<file path="src/rtl/jk_reg_bank_pkg.sv">
// jk_reg_bank shared types: JK opcode encoding and per-bit next-state rule.
// Optional edge outputs are enabled with JK_REG_BANK_EDGE_EN.
package jk_reg_bank_pkg;

  typedef enum logic [1:0] {
    JK_HOLD   = 2'b00,
    JK_RESET  = 2'b01,
    JK_SET    = 2'b10,
    JK_TOGGLE = 2'b11
  } jk_op_e;

  function automatic logic jk_next(
    input logic q,
    input logic j,
    input logic k
  );
    logic   r;
    jk_op_e op;
    op = jk_op_e'({j, k});
    r  = q;
    unique case (op)
      JK_HOLD:   r = q;
      JK_RESET:  r = 1'b0;
      JK_SET:    r = 1'b1;
      JK_TOGGLE: r = ~q;
    endcase
    return r;
  endfunction

endpackage

</file>
<file path="src/rtl/jk_reg_bank_if.sv">
// Command and readback port bundle for jk_reg_bank.
// master drives commands/reads, slave returns readback data.
interface jk_reg_bank_if #(
  parameter int WIDTH = 8,
  parameter int CHW   = 2
);
  logic             cmd_valid;
  logic [CHW-1:0]   cmd_ch;
  logic [WIDTH-1:0] cmd_j;
  logic [WIDTH-1:0] cmd_k;
  logic             rd_en;
  logic [CHW-1:0]   rd_ch;
  logic             rd_valid;
  logic [WIDTH-1:0] rd_data;
  logic [WIDTH-1:0] rd_chg;

  modport master (
    output cmd_valid, cmd_ch, cmd_j, cmd_k,
    output rd_en, rd_ch,
    input  rd_valid, rd_data, rd_chg
  );

  modport slave (
    input  cmd_valid, cmd_ch, cmd_j, cmd_k,
    input  rd_en, rd_ch,
    output rd_valid, rd_data, rd_chg
  );
endinterface

</file>
<file path="src/rtl/jk_reg_channel.sv">
// One WIDTH-bit JK channel with sticky change flags.
// JK_REG_BANK_EDGE_EN adds registered rise/fall pulses.
module jk_reg_channel
  import jk_reg_bank_pkg::*;
#(
  parameter int               WIDTH   = 8,
  parameter logic [WIDTH-1:0] RST_VAL = '0
) (
  input  logic             clk,
  input  logic             rst_n,
  input  logic             wr_sel,
  input  logic [WIDTH-1:0] j,
  input  logic [WIDTH-1:0] k,
  input  logic             rd_clr,
  output logic [WIDTH-1:0] q,
  output logic [WIDTH-1:0] chg
`ifdef JK_REG_BANK_EDGE_EN
  ,
  output logic [WIDTH-1:0] rise,
  output logic [WIDTH-1:0] fall
`endif
);

  logic [WIDTH-1:0] q_nxt;
  logic [WIDTH-1:0] diff;

  always_comb begin
    q_nxt = q;
    for (int i = 0; i < WIDTH; i++) begin
      if (wr_sel) q_nxt[i] = jk_next(q[i], j[i], k[i]);
    end
  end

  assign diff = q_nxt ^ q;

  // a read clears old flags, but changes landing this edge survive
  always_ff @(posedge clk or negedge rst_n) begin
    if (!rst_n) begin
      q   <= RST_VAL;
      chg <= '0;
    end else begin
      q   <= q_nxt;
      chg <= (rd_clr ? '0 : chg) | diff;
    end
  end

`ifdef JK_REG_BANK_EDGE_EN
  always_ff @(posedge clk or negedge rst_n) begin
    if (!rst_n) begin
      rise <= '0;
      fall <= '0;
    end else begin
      rise <= q_nxt & ~q;
      fall <= ~q_nxt & q;
    end
  end
`endif

endmodule

</file>
<file path="src/rtl/jk_reg_bank.sv">
// Bank of CH JK channels with command decode and registered readback.
// Define JK_REG_BANK_EDGE_EN to add rise/fall edge outputs.
module jk_reg_bank
  import jk_reg_bank_pkg::*;
#(
  parameter int               WIDTH   = 8,
  parameter int               CH      = 4,
  parameter logic [WIDTH-1:0] RST_VAL = '0
) (
  input  logic                clk,
  input  logic                rst_n,
  jk_reg_bank_if.slave        bus,
  output logic [CH*WIDTH-1:0] q
`ifdef JK_REG_BANK_EDGE_EN
  ,
  output logic [CH*WIDTH-1:0] rise,
  output logic [CH*WIDTH-1:0] fall
`endif
);

  localparam int CHW = (CH > 1) ? $clog2(CH) : 1;

  logic [WIDTH-1:0] q_ch   [CH];
  logic [WIDTH-1:0] chg_ch [CH];
  logic [CH-1:0]    wr_sel;
  logic [CH-1:0]    rd_clr;
  logic             rd_hit;
  logic [WIDTH-1:0] rd_q;
  logic [WIDTH-1:0] rd_c;

  always_comb begin
    wr_sel = '0;
    rd_clr = '0;
    rd_hit = 1'b0;
    rd_q   = '0;
    rd_c   = '0;
    for (int c = 0; c < CH; c++) begin
      wr_sel[c] = bus.cmd_valid && (bus.cmd_ch == CHW'(c));
      rd_clr[c] = bus.rd_en && (bus.rd_ch == CHW'(c));
      if (bus.rd_ch == CHW'(c)) begin
        rd_hit = 1'b1;
        rd_q   = q_ch[c];
        rd_c   = chg_ch[c];
      end
    end
  end

  for (genvar c = 0; c < CH; c++) begin : g_ch
    jk_reg_channel #(
      .WIDTH   (WIDTH),
      .RST_VAL (RST_VAL)
    ) u_ch (
      .clk    (clk),
      .rst_n  (rst_n),
      .wr_sel (wr_sel[c]),
      .j      (bus.cmd_j),
      .k      (bus.cmd_k),
      .rd_clr (rd_clr[c]),
      .q      (q_ch[c]),
      .chg    (chg_ch[c])
`ifdef JK_REG_BANK_EDGE_EN
      ,
      .rise   (rise[c*WIDTH +: WIDTH]),
      .fall   (fall[c*WIDTH +: WIDTH])
`endif
    );
    assign q[c*WIDTH +: WIDTH] = q_ch[c];
  end

  // out-of-range reads still answer, with zeros
  always_ff @(posedge clk or negedge rst_n) begin
    if (!rst_n) begin
      bus.rd_valid <= 1'b0;
      bus.rd_data  <= '0;
      bus.rd_chg   <= '0;
    end else begin
      bus.rd_valid <= bus.rd_en;
      if (bus.rd_en) begin
        bus.rd_data <= rd_hit ? rd_q : '0;
        bus.rd_chg  <= rd_hit ? rd_c : '0;
      end
    end
  end

endmodule
</file>
<file path="src/flat_wrapper.sv">
// flat-port wrapper written by rule: the top's interface ports become plain ports
module jk_reg_bank_flat import jk_reg_bank_pkg::*;
#(
  parameter int               WIDTH   = 8,
  parameter int               CH      = 4,
  parameter logic [WIDTH-1:0] RST_VAL = '0
)
  (clk, rst_n, q, bus_cmd_valid, bus_cmd_ch, bus_cmd_j, bus_cmd_k, bus_rd_en, bus_rd_ch, bus_rd_valid, bus_rd_data, bus_rd_chg);
  jk_reg_bank_if #(.WIDTH(WIDTH)) bus_i ();
  input  logic clk;
  input  logic rst_n;
  output logic [CH*WIDTH-1:0] q;
  input wire logic [$bits(bus_i.cmd_valid)-1:0] bus_cmd_valid;
  input wire logic [$bits(bus_i.cmd_ch)-1:0] bus_cmd_ch;
  input wire logic [$bits(bus_i.cmd_j)-1:0] bus_cmd_j;
  input wire logic [$bits(bus_i.cmd_k)-1:0] bus_cmd_k;
  input wire logic [$bits(bus_i.rd_en)-1:0] bus_rd_en;
  input wire logic [$bits(bus_i.rd_ch)-1:0] bus_rd_ch;
  output wire logic [$bits(bus_i.rd_valid)-1:0] bus_rd_valid;
  output wire logic [$bits(bus_i.rd_data)-1:0] bus_rd_data;
  output wire logic [$bits(bus_i.rd_chg)-1:0] bus_rd_chg;
  assign bus_i.cmd_valid = bus_cmd_valid;
  assign bus_i.cmd_ch = bus_cmd_ch;
  assign bus_i.cmd_j = bus_cmd_j;
  assign bus_i.cmd_k = bus_cmd_k;
  assign bus_i.rd_en = bus_rd_en;
  assign bus_i.rd_ch = bus_rd_ch;
  assign bus_rd_valid = bus_i.rd_valid;
  assign bus_rd_data = bus_i.rd_data;
  assign bus_rd_chg = bus_i.rd_chg;
  jk_reg_bank #(.WIDTH(WIDTH), .CH(CH), .RST_VAL(RST_VAL)) u_core (.clk(clk), .rst_n(rst_n), .bus(bus_i), .q(q));
endmodule
</file>
<file path="config.mk">
export PLATFORM = sky130hd
export DESIGN_NAME = jk_reg_bank_flat
export DESIGN_NICKNAME = d
export VERILOG_FILES = /design/src/rtl/jk_reg_bank_pkg.sv /design/src/rtl/jk_reg_bank_if.sv /design/src/rtl/jk_reg_channel.sv /design/src/rtl/jk_reg_bank.sv /design/src/flat_wrapper.sv
export SDC_FILE = /design/constraint.sdc
export NUM_CORES = 1
export LEC_CHECK = 0
export BUFFER_PORTS_ARGS = -buffer_cell sky130_fd_sc_hd__clkbuf_2
export CORE_AREA = 2 2 99 101
export DETAILED_ROUTE_END_ITERATION = 8
export DIE_AREA = 0 0 101 103
export REMOVE_ABC_BUFFERS = 1
export SLEW_MARGIN = 15
export SYNTH_ARGS = -nofsm -noshare
export SYNTH_HDL_FRONTEND = slang
export SYNTH_SLANG_ARGS = --single-unit
</file>
<file path="constraint.sdc">
create_clock -name clk -period 1.6 [get_ports clk]
set_input_delay 0.08 -clock clk [delete_from_list [all_inputs] [get_ports clk]]
set_output_delay 0.08 -clock clk [all_outputs]
set_load 0.005 [all_outputs]
</file>
==> results of run 1 <==
==> metal layers <==
metal,track usage,vias up
met1,0.257,1503
met2,0.335,77
met4,0.0717,0
li1,-,1422
met5,0,-
met3,0.0400,8
==> metrics by stage <==
step / cell area (um^2) / worst slack, ps / hold slack [ps] / util / power (uW)
2_1_floorplan: 3660 / 319 / -216 / - / 3810
3_3_place_gp: 4320 / 162 / 25.3 / 0.457 / 4530
3_5_place_dp: 4320 / 103 / 34.2 / 0.457 / 4580
4_1_cts: 4530 / 252 / 6.57 / 0.479 / 6090
5_1_grt: 4530 / 220 / 28.9 / 0.479 / 6450
6_report: 4530 / 261 / 29.7 / 0.479 / 6020
==> sequential cells by signal, summed over array words and instances, names as in the netlist <==
signal                flops
u_core.bus.rd_chg         8
u_core.g_ch.u_ch.q       32
u_core.bus.rd_valid       1
u_core.bus.rd_data        8
u_core.g_ch.u_ch.chg     32
==> final timing paths <==
| path | to | slack, ps | startpoint | depth (start not counted) |
|---|---|---|---|---|
| hold / removal | u_core.g_ch[1].u_ch.q[3] | 30 | bus_cmd_k[3] | 2 |
| min in group asynchronous | u_core.g_ch[1].u_ch.q[1] | 180 | rst_n | 2 |
| setup / recovery | u_core.bus.rd_data[3] | 260 | u_core.g_ch[1].u_ch.q[3] | 2 |
| hold reg to reg | u_core.g_ch[1].u_ch.chg[1] | 480 | u_core.g_ch[1].u_ch.chg[1] | 2 |
| max in group asynchronous | u_core.g_ch[1].u_ch.q[4] | 820 | rst_n | 3 |
| setup reg to reg | u_core.bus.rd_data[3] | 260 | u_core.g_ch[1].u_ch.q[3] | 2 |
==> cells by family (layout without fill, tap and decap cells) <==
group                  count (synthesis)  in the layout  synth area share
AND/OR/NAND/NOR                       61             61            0.0828
multiplexers                          53             53             0.162
buffers and inverters                 34            108            0.0422
flip-flops                            81             81             0.530
AO/OA/AOI/OAI                        118            118             0.184
==> placed cells by master, fill, tap and decap left out, drive strengths merged, types with 3 or more instances in the layout <==
master	instances
clkbuf	83
o211ai	11
nand2	35
a21oi	32
dfrtp	81
clkinvlp	3
nand3b	4
buf	20
mux2i	43
mux2	5
nor2b	12
o21ai	24
a31oi	43
mux4	5
o2bb2ai	8
==> area by class of cell <==
type,instances,area share
sequential,81,0.447
multi-input combinational,232,0.361
timing repair buffer,92,0.117
clock buffer,12,0.0320
tap,114,0.0315
clock inverter,4,0.0116
==> where the power goes <==
part | internal (uW) | switching, uW
Sequential | 2560 | 499
Combinational | 810 | 657
Clock | 765 | 730
==> critical path: cells and delay by family (launching register included) <==
| family | cells | cell delay (ps) |
|---|---|---|
| flops | 1 | 430 |
| mux | 2 | 790 |
==> timing repair <==
item | CTS | global route
hold buffers | 1 | 0
setup endpoints to repair | 0 | 0
endpoints found under the hold margin | 25 | 0
==> run summary, run 1 <==
The total global-route track usage is 0.199. The detailed-route DRC error count came out at 0. The area share of the largest cell type after synthesis is 0.530. The commonest cells after synthesis are 81 x sky130_fd_sc_hd__dfrtp_1, 43 x sky130_fd_sc_hd__a31oi_1, 43 x sky130_fd_sc_hd__mux2i_1.

For this configuration, the core starts out at a cell density of 0.404. The highest metal layer with signal wires is met4. The setup violation total in the final timing report came out at 0. The number of pins with negative max-slew slack in the final report came out at 0. For this run, the register share of the synthesized area comes to 0.530. The fraction of the cycle the final worst path needs is 0.837.

Of the cells placed in the final design, the portion with a size suffix greater than 1 is 0.273. The run finished with clean final reports. The number of cells after detailed placement is 518.

Detailed routing placed a total of 539 um of wire on met3. The static leakage is ~0.0021 uW. The actual transition at the worst max-transition pin came out at roughly 1100 ps. Entering global routing, the biggest net connects 38 pins.

The number of cell rows came out at 36. Counting every sink on the clock net gives between 80 and 90. After floorplanning, the core was sized to cover approximately 9500 um^2. Across the run, the number of max-cap violations was 0. In this run the worst path has a maximum fanout of 5. The initial antenna violation count came out at 0. For this run, the leading register cell type out of synthesis is sky130_fd_sc_hd__dfrtp_1. The clock buffer count from CTS came out at 9. The cell taking the most area after synthesis is sky130_fd_sc_hd__dfrtp_1. The chip width is 101 um. Counting flops with a built-in enable in the synthesized netlist gives 0. For this run, the number of Yosys warnings is 0. The headroom to the max-slew limit came out at 0.253. The met1 wire length is roughly 4300 um. The post-route antenna net violation count came out at 0. In the final routed layout, each cell accounts on average for between 15 and 20 um. The count of filler cells inserted in the layout is 905.

The kind of launch point of the worst setup path is a flip-flop. The wire-length estimate of the detail-placed layout is 6860 um. Wires add up to 9990 um. After clock tree synthesis, the setup repair step added 0 buffers. TritonCTS built the clock tree. The via count of the first global-routing pass came out at 2,918. The DRC violation total after the first TritonRoute iteration is 163. The floorplan step defined a die boundary enclosing 10,400 um^2. Setup repair after global routing left no endpoint under its margin. The flop and latch count out of synthesis is 81. The number of I/O pins is 73. STA classifies the critical path endpoint as a flip-flop. The root buffer selected by CTS is sky130_fd_sc_hd__clkbuf_8. The sum of overflow across all layers after global routing came out at 0. The clock-pin slew of the registers on the worst-case setup and hold paths is around 80 ps. Gates resized during post-CTS repair numbered 0. The worst endpoint data arrival time came out at 1580 ps. The synthesized area came out at roughly 3800 um^2. The area added between synthesis and finish is 18.5%. The met2 wirelength from detailed routing is around 5000 um. The clock tree synthesis step divided the H-tree into 3 levels. The floorplan die height came out at between 100 and 150 um. The detail-routed via count per cell is approximately 5.6. The count of unique library cells instantiated by Yosys came out at 27. The maximum frequency from static timing analysis came out at 0.747 GHz.

The type of the most critical hold path is in -> reg. The clock latency reported for the late side of the worst-skew pair is approximately 350 ps. By instance count, the leading cell after synthesis is sky130_fd_sc_hd__dfrtp_1. The post-synthesis async set-or-reset flop share is 1.00.

The final total negative setup slack came out at 0 ps. The number of standard cells in the final layout excluding fillers is about 540. The area occupied by multi-input gates came out at approximately 1600 um^2. The first TritonRoute pass finished after 4 iterations.

The wire length of the first global-routing pass came out at approximately 16,000 um. The gate count after technology mapping came out at around 350. The final layout contains between 400 and 500 nets.

At the end of routability-driven placement, the weighted congestion stood at 0.760. Data on the critical path is required at its endpoint by roughly 1800 ps. For this design, the slowest cell found on the critical path is sky130_fd_sc_hd__mux4_1.

The number of antenna diodes is 0. The longest clock path from root to sink contains 2 buffers. The worst setup path is of the reg -> reg kind. The count of endpoints failing hold in the final timing report is 0. The final worst clock skew came out at a little under 10 ps. In this run the mean area of a mapped cell was 11.0 um^2. The clock period could shrink to around 1300 ps.

The largest single stage delay on the critical path is around 520 ps. After synthesis, the cell types taking the most area are sky130_fd_sc_hd__dfrtp_1 53%, sky130_fd_sc_hd__mux2i_1 11%, sky130_fd_sc_hd__a31oi_1 7.0%, sky130_fd_sc_hd__a21oi_1 4.2%, sky130_fd_sc_hd__nand2_1 3.4%. Traced cell by cell, the critical path runs through mux4_1 > mux2_2. The number of port buffers came out at 72. The register area is about 2000 um^2.

In this run the power density over the cells is 1330 nW/um^2. Detailed routing inserted a total of between 3,000 and 4,000 vias. The worst supply voltage drop on vdd is around 460 uV.
Power figures use the tool's default switching activity.
==> run 2: changes to the inputs <==
==> constraint.sdc (replaced) <==
create_clock -name clk -period 1.1 [get_ports clk]
set_input_delay 0.055 -clock clk [delete_from_list [all_inputs] [get_ports clk]]
set_output_delay 0.055 -clock clk [all_outputs]
set_load 0.005 [all_outputs]
==> run 2 against run 1 <==
Effect of this change: the run now ends with negative setup slack left; clock skew shrank 2.3 ps; clock power grew 56%; routed wire length grew 4.3%; clock-buffer cell count grew 1; cell count grew 6.5%; register-to-register slack lost 400 ps; via count grew 3.3%; first-iteration DRC count shrank 11%; sequential share of layout area shrank 3.4 points.
==> run summary, run 2 (same netlist as run 1, synthesis figures left out) <==
The flow ran to the end, but the final reports show violations. The final reports fail on negative setup slack. The fraction of the cycle the final worst path needs came out at 1.13. The number of cell rows is 36. The number of antenna diodes came out at 0. The clock buffer count from CTS came out at 9.

The count of endpoints failing hold in the final timing report is 0. The clock latency reported for the late side of the worst-skew pair is between 300 and 400 ps. STA puts the critical path data required time at between 1000 and 1500 ps. The floorplan die height came out at 103 um. The worst register-to-register path has a setup slack of -140 ps. The first global-routing pass estimated between 15,000 and 20,000 um of wire. The maximum fanout along the worst path came out at 2. The sum of overflow across all layers after global routing is 0. The final critical-path setup slack came out at -140 ps. At the pin with the least slew margin, the transition time is around 670 ps. The headroom to the max-slew limit is 0.548. The static leakage is between 0.002 and 0.0025 uW. The kind of launch point of the worst setup path is a flip-flop.

The min-delay analysis places its worst path in the category in -> reg. The total number of vias came out at 3,110. Entering global routing, the biggest net connects 82 pins. The estimated wirelength of the detail-placed design came out at about 7000 um. The effective utilization at floorplan came out at 0.404. The number of search-and-repair iterations in the first detailed-routing pass came out at 4.

The DRC violation total after the first TritonRoute iteration is about 150. The worst supply voltage drop on vdd came out at between 700 and 800 uV. Adding up every negative setup slack in the final design gives -641 ps.

The via count of the first global-routing pass came to just over 3,000. At the end of routability-driven placement, the weighted congestion stood at approximately 0.76. Clock-pin slew was measured on the worst setup and hold paths at ~70 ps. The number of sinks driven by the clock tree is 81.

The total area inside the core boundary comes to 9460 um^2. The setup violation total in the final timing report is 5. The number of pins with negative max-slew slack in the final report came out at 0.

The total cell area at the placement stage came out at ~4600 um^2. The worst-case setup slack after placement is -355 ps. Across every metal layer, demand over resource in global routing totals 0.207. The area added between synthesis and finish came out at 28.2%. Power spread over the standard cell area amounts to between 1500 and 2000 nW/um^2. Dividing the detail-routed via count by the number of cells gives about 5.5. The worst setup path is of the reg -> reg kind. Setup repair after global routing could not meet its margin everywhere. The final hold slack came out at between 15 and 20 ps. Counting along the longest clock path gives a buffer depth of 2. After detailed routing, the average wire length per cell comes to ~18 um. The tool flagged a number of max-cap violations equal to 0. The maximum frequency from static timing analysis came out at ~0.81 GHz. Leaving out fill and tap cells, the most frequent cell in the layout is sky130_fd_sc_hd__dfrtp_1. The detailed-route DRC error count is 0. The largest registers in the layout are u_core.g_ch.u_ch.chg x32, u_core.g_ch.u_ch.q x32.

TritonCTS built the clock tree. Once detail routing completed, the nets flagged for antenna violations numbered 0. The number of I/O pins came out at 73.

In this run the number of H-tree levels came out at 3. The design area is between 4000 and 5000 um^2. The worst endpoint data arrival time came out at roughly 1500 ps. The final layout contains routed wiring with a total length of ~10,000 um. The minimum clock period came out at roughly 1200 ps. In the final layout, the share of cells above drive strength 1 is 0.327. The die area is around 10,000 um^2.

The library cells used most frequently in the layout, excluding fill and tap cells, are 81 x sky130_fd_sc_hd__dfrtp_1, 71 x sky130_fd_sc_hd__clkbuf_2, 43 x sky130_fd_sc_hd__a31oi_1, 43 x sky130_fd_sc_hd__mux2i_1, 42 x sky130_fd_sc_hd__buf_4. For the final database, setup skew stands at 7.44 ps. The worst setup path is captured at a flip-flop. The initial antenna violation count is 0. The total number of nets in the final design came out at about 480. The count of buffers added on input and output ports is 72. Clock tree synthesis selected as its root buffer the cell sky130_fd_sc_hd__clkbuf_8. The chip width came out at 101 um.
run 2: changes by cell type in the layout (fill, tap and decap cells not counted), sizes merged:
cell	before	now
buf	20	49
clkinv	0	1
clkinvlp	3	0
clkbuf	83	84
dlygate4sd3	1	8
run 2: worst max-delay path, cell delays in order (launching register included):
cell                      delay [ps]
sky130_fd_sc_hd__dfrtp_1         410
sky130_fd_sc_hd__mux4_2          460
sky130_fd_sc_hd__mux2_4          260
run 2: final timing paths:
kind                       cells after the start                        from                          to
max                                            2    u_core.g_ch[0].u_ch.q[4]       u_core.bus.rd_data[4]
min                                            2                bus_cmd_k[0]    u_core.g_ch[1].u_ch.q[0]
max reg2reg                                    2    u_core.g_ch[0].u_ch.q[4]       u_core.bus.rd_data[4]
min reg2reg                                    2  u_core.g_ch[1].u_ch.chg[5]  u_core.g_ch[1].u_ch.chg[5]
max in group asynchronous                      3                       rst_n  u_core.g_ch[2].u_ch.chg[4]
min in group asynchronous                      3                       rst_n    u_core.g_ch[0].u_ch.q[1]
run 2: stage by stage:
stage          instances  utilization  total power, uW
4_1_cts              568        0.515             9340
2_1_floorplan        313            -             5540
5_1_grt              570        0.519             9890
6_report             570        0.519             9300
3_5_place_dp         545        0.485             6960
3_3_place_gp         545        0.485             6880
run 2: final cells by class:
cell class              instances  area [um^2]
fillers                       868         4550
multi-input cells             232         1640
repair buffers                128          882
well taps                     114          143
clock buffers                  13          179
flip-flops and latches         81         2030
clock inverters                 2         35.0
run 2: timing repair:
action | CTS | global route
endpoints found under the setup margin | 5 | 17
hold buffers | 8 | 0
hold endpoints to repair | 102 | 0
gates resized for setup | 4 | 4
setup buffers | 0 | 2
run 2: report_power, final:
part | switching, uW | internal [uW]
clock network | 1040 | 1280
logic | 1140 | 1480
registers | 632 | 3720
run 2: metal layers:
metal	track usage	wire length [um]
met5	0	0
met4	0.0956	252
met3	0.0305	317
met2	0.336	5190
met1	0.277	4650
==> run 3: changes to the inputs <==
--- a/config.mk
+++ b/config.mk
@@ -6,9 +6,9 @@
 export NUM_CORES = 1
 export LEC_CHECK = 0
 export BUFFER_PORTS_ARGS = -buffer_cell sky130_fd_sc_hd__clkbuf_2
-export CORE_AREA = 2 2 99 101
+export CORE_AREA = 2 2 111 113
 export DETAILED_ROUTE_END_ITERATION = 8
-export DIE_AREA = 0 0 101 103
+export DIE_AREA = 0 0 113 115
 export REMOVE_ABC_BUFFERS = 1
 export SLEW_MARGIN = 15
 export SYNTH_ARGS = -nofsm -noshare
==> run 3 against run 2 <==
Effect of this change: core utilization shrank 9.5 points; largest cell class unchanged; sequential cell count did not move; the flow finishes with violations (design-rule violations, negative setup slack); sequential power up 1%.
==> run summary, run 3 (same netlist as run 1, synthesis figures left out) <==
Leaving out fill and tap cells, the most frequent cells in the layout are 81 x sky130_fd_sc_hd__dfrtp_1, 69 x sky130_fd_sc_hd__clkbuf_2, 44 x sky130_fd_sc_hd__buf_4, 43 x sky130_fd_sc_hd__a31oi_1, 43 x sky130_fd_sc_hd__mux2i_1. The chip width came out at ~110 um. The layout has around 1,100 filler cells. Dividing the detail-routed wire length by the instance count gives roughly 18 um. Subtracting the final worst setup slack from the clock period gives approximately 1200 ps. After detailed routing, the number of remaining DRC violations is 6. The root buffer cell chosen for the clock tree is sky130_fd_sc_hd__clkbuf_16. The total number of nets in the final design is 471. The setup violation total in the final timing report came out at 5. The fraction of the cycle the final worst path needs is 1.13. The type of the setup path with the least slack is reg -> reg. In this run the worst hold path is classified as in -> reg. The max-capacitance violation count is 0. OpenSTA, run right after detailed placement, puts the worst setup slack at -439 ps.

Data arrives at the worst endpoint at 1470 ps. The pin count of the biggest net entering global routing came out at 34. The data required time of the critical path came out at roughly 1300 ps. The maximum fanout along the worst path is 2. At the end of routability-driven placement, the weighted congestion stood at around 0.77. The clock buffer count from CTS came out at 9.

Input and output buffers added on the ports amount to slightly above 70. Setup repair after global routing could not meet its margin everywhere. Detailed placement finished with a half-perimeter wire length of roughly 7600 um.

The number of pins with negative max-slew slack in the final report is 0. The total number of vias came out at around 3,200. The DRC violation total after the first TritonRoute iteration is 196.

The number of antenna diodes in the final layout is 0. The share of cells above drive strength 1 is 0.336. STA classifies the critical path startpoint as a flip-flop. The final worst clock skew came out at 2.53 ps. The final reports fail on design-rule violations, negative setup slack. The sum of overflow across all layers after global routing is 0. The actual transition at the worst max-transition pin came out at 622 ps.

The first global-routing pass estimated around 17,000 um of wire. The initial antenna violation count came to 0. The headroom to the max-slew limit came out at 0.584. Once routing completed, OpenROAD measured the worst setup slack at -144 ps. The post-route antenna net violation count came out at 0. The worst setup path is captured at a flip-flop. Relative to the synthesized area, the layout overhead comes to 30.7%. Leaving out fill and tap cells, the most frequent cell in the layout is sky130_fd_sc_hd__dfrtp_1. For this block, the routed nets add up to about 11,000 um of wire. The region available for standard cell placement spans between 10,000 and 15,000 um^2. The number of sinks driven by the clock tree came out at just over 80.

The die area is about 13,000 um^2. The count of endpoints failing hold in the final timing report is 0. The via count of the first global-routing pass was ~3,100.

The number of H-tree levels came out at 3. Summing all non-filler instances in the final layout gives an area of 5000 um^2. The number of buffers between clock root and the deepest sink is 2. Based on the critical path, the design can be clocked at up to between 0.8 and 0.9 GHz. The clock reaches the later pin of the worst-skew pair after ~340 ps. VDD sags by at most roughly 650 uV. TritonCTS built the clock tree. The largest registers in the layout are u_core.g_ch.u_ch.chg x32, u_core.g_ch.u_ch.q x32. Summed over all cells, the static leakage comes to about 0.0024 uW.

Dividing the detail-routed via count by the number of cells gives between 5 and 6. From bottom edge to top edge, the die measures between 100 and 150 um. The core utilization of the finished layout is 0.423.

The effective utilization at floorplan came out at 0.324. Row generation in the floorplan step produced 40 rows. The flow ran to the end, but the final reports show violations.

The multi-input combinational cells in the finished layout cover a total of about 1600 um^2. The power density of the placed cells is 2050 nW/um^2. Once placement finished, the instance area stood at 4610 um^2. The clock-pin slew of the registers on the worst-case setup and hold paths came out at approximately 60 ps. The number of search-and-repair iterations in the first detailed-routing pass is 7. The number of I/O pins is 73.

The final total negative setup slack came out at -659 ps. In the final layout, flip-flops and latches occupy 2030 um^2. The total global-route track usage is 0.169.
[run 3: where the power goes]
part | switching (uW) | total (uW) | internal (uW)
registers | 666 | 4400 | 3730
clock network | 1180 | 3120 | 1940
logic | 1200 | 2710 | 1510
total | 3050 | 10200 | 7180
[run 3: area by class of cell]
cell class              instances  share of cell area
flip-flops and latches         81               0.406
multi-input cells             232               0.328
repair buffers                123               0.166
clock buffers                  12              0.0533
well taps                     147              0.0368
clock inverters                 4              0.0100
[run 3: metrics by stage]
stage / instances / hold WS [ps] / total power [uW]
2_1_floorplan: 313 / -241 / 5540
3_3_place_gp: 577 / -43.6 / 6900
4_1_cts: 600 / 15.0 / 10300
3_5_place_dp: 577 / -44.2 / 7000
5_1_grt: 599 / 26.3 / 10800
6_report: 599 / 15.6 / 10200
[run 3: worst max-delay path, stage by stage (launching register included)]
cell	delay (ps)
sky130_fd_sc_hd__dfrtp_1	380
sky130_fd_sc_hd__mux4_2	480
sky130_fd_sc_hd__mux2_4	270
[run 3: worst paths after layout]
path | end | startpoint | slack [ps] | depth (start not counted)
setup / recovery | u_core.bus.rd_data[4] | u_core.g_ch[3].u_ch.q[4] | -140 | 2
hold / removal | u_core.g_ch[0].u_ch.q[5] | bus_cmd_k[5] | 20 | 2
setup reg to reg | u_core.bus.rd_data[4] | u_core.g_ch[3].u_ch.q[4] | -140 | 2
hold reg to reg | u_core.g_ch[3].u_ch.chg[5] | u_core.g_ch[3].u_ch.chg[5] | 480 | 2
max in group asynchronous | u_core.g_ch[3].u_ch.chg[4] | rst_n | 480 | 3
min in group asynchronous | u_core.bus.rd_chg[6] | rst_n | 150 | 2
[run 3: layer usage]
metal | GRT usage | part of all wire
met1 | 0.236 | 0.47
met2 | 0.262 | 0.46
met3 | 0.0369 | 0.054
met4 | 0.0602 | 0.019
met5 | 0 | 0
[run 3: what timing repair did]
item                                    CTS  global route
gates cloned                              0             0
hold buffers                              1             0
endpoints found under the hold margin    81             0
setup buffers                             6             1
gates resized for setup                   9             4
endpoints found under the setup margin   16             7
